**src/rtl/fib_concat_pack.sv**
```systemverilog
// rtl/fib_concat_pack.sv - packs NSEG Fibonacci codewords LSB-first into one data frame plus separator frame
module fib_concat_pack #(
    parameter int NSEG  = 3,
    parameter int W     = 32,
    parameter int OUT_W = 64
) (
    input  logic             clk,
    input  logic             rst,
    input  logic             en,
    input  logic [W-1:0]     in_word,
    input  logic [5:0]       in_len,
    output logic [OUT_W-1:0] out_F,
    output logic [OUT_W-1:0] out_S,
    output logic             seg_done,
    output logic             done_pack,
    output logic             err
);

    typedef enum logic [2:0] {
        ST_IDLE   = 3'd0,
        ST_SHIFT  = 3'd1,
        ST_NEXT   = 3'd2,
        ST_WAIT   = 3'd3,
        ST_FINISH = 3'd4
    } state_t;

    state_t           state, state_nxt;
    logic [W-1:0]     word, word_nxt;
    logic [5:0]       eff_len, eff_len_nxt;
    logic [5:0]       bit_i, bit_i_nxt;
    logic [6:0]       pos, pos_nxt;
    logic [1:0]       seg_cnt, seg_cnt_nxt;
    logic [OUT_W-1:0] acc_F, acc_F_nxt;
    logic [OUT_W-1:0] acc_S, acc_S_nxt;
    logic [OUT_W-1:0] out_F_nxt, out_S_nxt;
    logic             seg_done_nxt, done_pack_nxt, err_nxt;

    // Length 0 and anything wider than a codeword both mean a full W-bit word.
    logic [5:0] len_clip;
    assign len_clip = (in_len == 6'd0 || in_len > 6'(W)) ? 6'(W) : in_len;

    logic             cur_bit;
    logic             last_bit;
    logic [OUT_W-1:0] one_hot;
    assign cur_bit  = word[bit_i[$clog2(W)-1:0]];
    assign last_bit = (bit_i == 6'(eff_len - 6'd1));
    assign one_hot  = {{(OUT_W-1){1'b0}}, 1'b1} << pos;

    always_ff @(posedge clk or negedge rst) begin
        if (!rst) begin
            state     <= ST_IDLE;
            word      <= '0;
            eff_len   <= '0;
            bit_i     <= '0;
            pos       <= '0;
            seg_cnt   <= '0;
            acc_F     <= '0;
            acc_S     <= '0;
            out_F     <= '0;
            out_S     <= '0;
            seg_done  <= 1'b0;
            done_pack <= 1'b0;
            err       <= 1'b0;
        end else begin
            state     <= state_nxt;
            word      <= word_nxt;
            eff_len   <= eff_len_nxt;
            bit_i     <= bit_i_nxt;
            pos       <= pos_nxt;
            seg_cnt   <= seg_cnt_nxt;
            acc_F     <= acc_F_nxt;
            acc_S     <= acc_S_nxt;
            out_F     <= out_F_nxt;
            out_S     <= out_S_nxt;
            seg_done  <= seg_done_nxt;
            done_pack <= done_pack_nxt;
            err       <= err_nxt;
        end
    end

    always_comb begin
        state_nxt     = state;
        word_nxt      = word;
        eff_len_nxt   = eff_len;
        bit_i_nxt     = bit_i;
        pos_nxt       = pos;
        seg_cnt_nxt   = seg_cnt;
        acc_F_nxt     = acc_F;
        acc_S_nxt     = acc_S;
        out_F_nxt     = out_F;
        out_S_nxt     = out_S;
        seg_done_nxt  = 1'b0;
        done_pack_nxt = 1'b0;
        err_nxt       = err;

        case (state)
            ST_IDLE: begin
                if (en) begin
                    word_nxt    = in_word;
                    eff_len_nxt = len_clip;
                    bit_i_nxt   = '0;
                    err_nxt     = 1'b0;
                    state_nxt   = ST_SHIFT;
                end
            end
            ST_SHIFT: begin
                // A full frame drops the codeword in flight; no separator or seg_done for it.
                if (pos == 7'(OUT_W)) begin
                    err_nxt   = 1'b1;
                    state_nxt = ST_FINISH;
                end else begin
                    if (cur_bit)  acc_F_nxt = acc_F | one_hot;
                    if (last_bit) acc_S_nxt = acc_S | one_hot;
                    pos_nxt   = pos + 7'd1;
                    bit_i_nxt = bit_i + 6'd1;
                    if (last_bit) state_nxt = ST_NEXT;
                end
            end
            ST_NEXT: begin
                seg_done_nxt = 1'b1;
                if (seg_cnt == 2'(NSEG - 1)) begin
                    state_nxt = ST_FINISH;
                end else begin
                    seg_cnt_nxt = seg_cnt + 2'd1;
                    state_nxt   = ST_WAIT;
                end
            end
            ST_WAIT: begin
                if (en) begin
                    word_nxt    = in_word;
                    eff_len_nxt = len_clip;
                    bit_i_nxt   = '0;
                    state_nxt   = ST_SHIFT;
                end
            end
            ST_FINISH: begin
                out_F_nxt     = acc_F;
                out_S_nxt     = acc_S;
                done_pack_nxt = 1'b1;
                acc_F_nxt     = '0;
                acc_S_nxt     = '0;
                pos_nxt       = '0;
                seg_cnt_nxt   = '0;
                state_nxt     = ST_IDLE;
            end
            default: state_nxt = ST_IDLE;
        endcase
    end

endmodule

```
**config.mk**
```make
export PLATFORM = sky130hd
export DESIGN_NAME = fib_concat_pack
export DESIGN_NICKNAME = d
export VERILOG_FILES = /design/src/rtl/fib_concat_pack.sv
export SDC_FILE = /design/constraint.sdc
export NUM_CORES = 1
export LEC_CHECK = 0
export BUFFER_PORTS_ARGS = -buffer_cell sky130_fd_sc_hd__buf_2
export CAP_MARGIN = 15
export CORE_MARGIN = 3
export CORE_UTILIZATION = 45
export CTS_BUF_LIST = sky130_fd_sc_hd__clkbuf_8
export DETAILED_ROUTE_END_ITERATION = 10
export PLACE_DENSITY = 0.77
export SETUP_SLACK_MARGIN = 0.02
export SLEW_MARGIN = 20
export SYNTH_ARGS = -nofsm -noshare
export SYNTH_HDL_FRONTEND = slang
export SYNTH_SLANG_ARGS = --single-unit
```
**constraint.sdc**
```tcl
create_clock -name clk -period 2.36 [get_ports clk]
set_input_delay 0.354 -clock clk [delete_from_list [all_inputs] [get_ports clk]]
set_output_delay 0.354 -clock clk [all_outputs]
set_load 0.05 [all_outputs]
```
; ---- Word-level counts from Yosys, hierarchy flattened
; Index checks and enable logic that the tools add are counted.
[totals]
regBits = 315
elab_cells = 79
[classes]
n_addsub = 4
magnitude_cmp = 2
eq_ne = 15
shifts = 1
muxes = 26
n_bitwise = 2
n_reduce_logical = 16
[ops]
columns = operator, n
row1 = 2-to-1 mux 64 bit, 4
row2 = one-hot mux 64 bit (2 select lines), 2
row3 = OR 64 bit, 2
row4 = "left shift 1 x 7 -> 64 bit, first input constant", 1
row5 = 2-to-1 mux 6 bit, 3
row6 = one-hot mux 7 bit (2 select lines), 1
row7 = 2-to-1 mux 3 bit, 4
row8 = "!= test 2 bit, second input constant", 6
row9 = one-hot mux 6 bit (2 select lines), 1
row10 = AND reduction 3 bit, 4
row11 = one-hot mux 3 bit (3 select lines), 1
row12 = AND reduction 2 bit, 4
row13 = nonzero test 2 bit, 4
row14 = "adder 7 x 1 -> 7 bit, second input constant", 1
row15 = "== test 7 bit, second input constant", 1
row16 = 2-to-1 mux 7 bit, 1
row17 = "adder 6 x 1 -> 6 bit, second input constant", 1
row18 = "== test 3 x 2 -> 1 bit, second input constant", 2
row19 = == test 6 bit, 1
row20 = "> comparator 6 bit, second input constant", 1
row21 = logical NOT 6 bit, 1
row22 = "less-than comparator 5 x 6 -> 1 bit, second input constant", 1
row23 = "subtractor 6 x 1 -> 6 bit, second input constant", 1
row24 = binary-select mux 1 bit (select 5 bit), 1
row25 = 13 further kinds, 17

; ---- Depth between registers and ports, before layout
[logic_depth]
ltp_word = 5
ltp_mapped = 9
mapped_depth_nobuf = 7

; ---- Worst setup path after synthesis
; Ideal clock, no wire load.
[synth_timing]
path_type = reg-to-reg
from = register eff_len[0]
to = register acc_S[60]
setup_time_ns = 0.070
arrival_time_ns = 2.306
slack_ns = -0.017
stages_incl_launch_ff = 8
path_buffers = 2
period_less_slack_ns = 2.377
path_cell_list = dfrtp_1 or4_1 or3_1 a2111oi_4 and2_1 buf_2 buf_4 a32o_1
[synth_via]
elab_chain_cells = 4
[synth_lines]
columns = element, line_no
row1 = from (decl), 29  ; logic [5:0] eff_len, eff_len_nxt;
row2 = from (signal assigned), 67  ; eff_len <= eff_len_nxt;
row3 = subtractor 6 x 1 -> 6 bit, 46  ; assign last_bit = (bit_i == 6'(eff_len - 6'd1));
row4 = == test 6 bit, 46
row5 = != test 2 bit (no source line), --
row6 = AND reduction 3 bit (no source line), --
row7 = to (signal assigned), 72  ; acc_S <= acc_S_nxt;
row8 = to (decl), 34  ; logic [OUT_W-1:0] acc_S, acc_S_nxt;
; No other way between the ends.
; A chain may end at the register's enable or synchronous reset.

; ---- Worst setup path in the final report
[layout_timing]
from = register eff_len[0]
to = register acc_S[20]
; Same word-level chain as after synthesis.

==> impl_metrics.tcl <==
set metrics [dict create \
    antenna_found_initial 1 \
    min-delay-start "in_word[30]" \
    total_leakage_power_nw 8.492 \
    die_area_um2 30930 \
    wl_per_cell_um 17.64 \
    worstReg2RegStart "eff_len[0]$_DFFE_PN0P_" \
    via_per_inst 5.445 \
    setup_violations 0 \
    synth_edf_count 0 \
    initial_utilization_pct 46.23 \
    ys_types 47 \
    vdd_drop_max_uv 970.0 \
    crit_type "reg -> reg" \
    cap_violations 0 \
    worstHoldEndpoint "word[30]$_DFFE_PN0P_" \
    netlist_area_um2 12980 \
    place_congestion 0.8366 \
    grt_pass1_wl_um 53600 \
    core-area_um2 28090 \
    synthCells 1279 \
    fin_setup_tns_ps 0 \
    grt_max_degree 106 \
    drt-initial-drc-count 990 \
    critPathArrivalTime_ps 2840 \
    n_fill_cell 2414 \
    rsz0062_at_grt "yes" \
    syn_avg_cell_area_um2 10.15 \
    worstPathCellList "or4_4 -> or3_4 -> a2111oi_4 -> buf_4 -> and2_4 -> buf_12 -> a32o_1" \
    diodes 0 \
    clk_pin_slew_ps 60 \
    yosysSeqAreaShare_pct 60.71 \
    drt-total-wl_um 33490 \
    drtAntennaViolNets 0 \
    slew_headroom_pct 58.36 \
    io_pins 172 \
    clkLatencyLatePin_ps 580 \
    ys.flop_type "dfrtp_1" \
    worst_slew_pin_slew_ps 622.3 \
    crit_family "simple AND/OR/NAND/NOR gates" \
    drtPass1Iterations 5 \
    cts_tree "built" \
    hold_violations 0 \
    via_count 10335 \
    grt_usage_pct 21.31 \
    slew_viol_final 0 \
    use_met1_pct 28.44 \
    reg2reg_slack_ps 30 \
    core.rowCount 61 \
    nets 1531 \
    busiest_layer "met2" \
    cts_max_level 2 \
    fin_area_um2 16060 \
    placed_area_um2 14550 \
    hpwl_um 21240 \
    async_reset_ff_share_pct 100.0 \
    clock_skew_ps 26.38 \
    drc_errors 0 \
    grt_pass1_vias 10291 \
    cp.required_ps 2870 \
    crit_buf_inv 2 \
    status "complete, no violations" \
    crit_path_max_incr_delay_ps 530 \
    cts_buffer_depth 3 \
    critPathLaunchType "register" \
    hp-class "in -> reg" \
    r2r-end "acc_S[20]$_DFFE_PN0P_" \
    ys_ff_latch 315 \
    period_needed_ps 2327 \
    fp.dieH_um 175.9 \
    end_kind "register" \
    met3_usage_pct 5.620 \
    io_buffers 171 \
    yosys_warnings 0 \
    cts_made_buffers 51 \
    synth_fp_nets 1329 \
    cts-root-buf "clkbuf_8" \
    reg2reg_depth 7 \
    slowest_stage "or4_4" \
    period_share_pct 98.60 \
    met2_usage_pct 34.32 \
    fmax_mhz 429.7 \
    postLayoutCoreUtil_pct 57.16 \
    holdPathStages 2 \
    path_max_fanout 12 \
    layout-drive-gt1-share_pct 24.14 \
    area_delta_synth_final_pct 23.65 \
    clock-sinks 315 \
    grt.overflow.total 0 \
    die_w_um 175.9 \
    p_per_area_nw_per_um2 1135 \
]
[state kept, by name (all words and copies together) (netlist names)]
signal and cells:
out_S 64, seg_done 1, seg_cnt 2, done_pack 1, acc_F 64, acc_S 64
pos 7, eff_len 6, err 1, out_F 64, word 32, state 3
bit_i 6
[cell usage after synthesis (5+ instances only)]
cell	n	area (µm²)
clkbuf_1	87	326.6
o21ai_0	50	250.2
xnor2_1	10	87.58
nand3b_1	5	37.54
ha_1	9	112.6
and2_1	9	56.30
nor3_1	6	30.03
a21oi_1	31	155.2
and3_1	44	275.3
buf_1	8	30.03
a31oi_1	23	143.9
a32o_1	48	480.5
nor2b_1	5	31.28
dfrtp_1	315	7883
a22o_1	18	157.7
mux2i_1	17	170.2
mux2_2	33	371.6
xor2_1	5	43.79
nor2_1	49	183.9
nand3_1	47	235.2
nand2_1	384	1441
inv_1	30	112.6
a22oi_1	5	37.54
[power by group]
part / switching (W) / total, W / internal (W)
clock network: 0.00215 / 0.00477 / 0.00262
registers: 0.000743 / 0.00721 / 0.00647
logic: 0.00368 / 0.00624 / 0.00255
[what timing repair did]
action | 4_1_cts | 5_1_grt
resized for setup | 6 | 22
endpoints found under the setup margin | 19 | 87
gates cloned | 1 | 3
hold buffers | 18 | 2
hold endpoints to repair | 61 | 2
setup buffers | 3 | 0
pin swaps | 0 | 12
[area by class of cell]
| class | count | area, µm² | share of cell area (%) |
|---|---|---|---|
| Clock buffer | 66 | 908.4 | 5.658 |
| Sequential cell | 315 | 7884 | 49.10 |
| Clock inverter | 26 | 152.6 | 0.9507 |
| Multi-Input combinational cell | 832 | 4742 | 29.54 |
| Inverter | 31 | 118.9 | 0.7403 |
| Tap cell | 378 | 473.0 | 2.946 |
| Timing Repair Buffer | 250 | 1777 | 11.07 |
[metal layers]
metal	vias up	wire length (µm)
li1	4734	-
met1	5063	13730
met3	74	3226
met4	2	781
met2	462	15740
met5	-	9
[through the flow]
stage	hold WS, ps	std cells	worst slack, ps	power, W
2_1_floorplan	58.41	1279	37.95	0.01079
3_3_place_gp	301.8	1779	19.84	0.01285
3_5_place_dp	296.4	1779	-11.47	0.01305
4_1_cts	0.2308	1893	23.70	0.01796
5_1_grt	0.9217	1898	-41.20	0.01925
6_report	32.06	1898	33.03	0.01822
[placed cells by master (no fill, tap or decap), types with 3 or more instances in the layout]
| cell | synthesis | routed |
|---|---|---|
| a21oi_1 | 31 | 25 |
| a21oi_2 | 0 | 5 |
| a22o_1 | 18 | 18 |
| a22oi_1 | 5 | 5 |
| a31oi_1 | 23 | 21 |
| a32o_1 | 48 | 48 |
| and2_1 | 9 | 8 |
| and3_1 | 44 | 44 |
| buf_12 | 0 | 15 |
| buf_2 | 4 | 170 |
| buf_4 | 2 | 38 |
| clkbuf_16 | 0 | 3 |
| clkbuf_8 | 0 | 66 |
| clkinv_2 | 0 | 4 |
| dfrtp_1 | 315 | 314 |
| dlygate4sd3_1 | 0 | 20 |
| ha_1 | 9 | 9 |
| inv_1 | 30 | 47 |
| mux2_2 | 33 | 33 |
| mux2i_1 | 17 | 14 |
| mux2i_2 | 0 | 3 |
| nand2_1 | 384 | 383 |
| nand3_1 | 47 | 46 |
| nand3b_1 | 5 | 5 |
| nor2_1 | 49 | 49 |
| nor2b_1 | 5 | 4 |
| nor3_1 | 6 | 6 |
| nor4_2 | 1 | 3 |
| o21ai_0 | 50 | 50 |
| or3_1 | 4 | 3 |
| xnor2_1 | 10 | 10 |
| xor2_1 | 5 | 5 |
[cells by family (layout without fill, tap and decap cells)]
family	Yosys count	in the layout	synth area share (%)
DFF	315	315	60.71
AOI/OAI and AO/OA	185	185	10.20
and+or+nand+nor	573	573	19.13
xor gates and xnor gates	15	15	1.012
adders and majority gates	9	9	0.8672
muxes	50	50	4.172
buffers and inverters	132	373	3.912
[worst max-delay path by stage]
stage | start | to | slack, ps | cells past startpoint
finish | eff_len[0]$_DFFE_PN0P_ | acc_S[20]$_DFFE_PN0P_ | 30 | 7
global route | eff_len[0]$_DFFE_PN0P_ | acc_S[33]$_DFFE_PN0P_ | -40 | 8
CTS | eff_len[0]$_DFFE_PN0P_ | acc_S[11]$_DFFE_PN0P_ | 20 | 8
detailed placement | eff_len[1]$_DFFE_PN0P_ | acc_S[20]$_DFFE_PN0P_ | -10 | 7
global placement | eff_len[1]$_DFFE_PN0P_ | acc_S[21]$_DFFE_PN0P_ | 20 | 7
floorplan | eff_len[0]$_DFFE_PN0P_ | acc_S[60]$_DFFE_PN0P_ | 40 | 7
(Power assumes the default switching activity.)
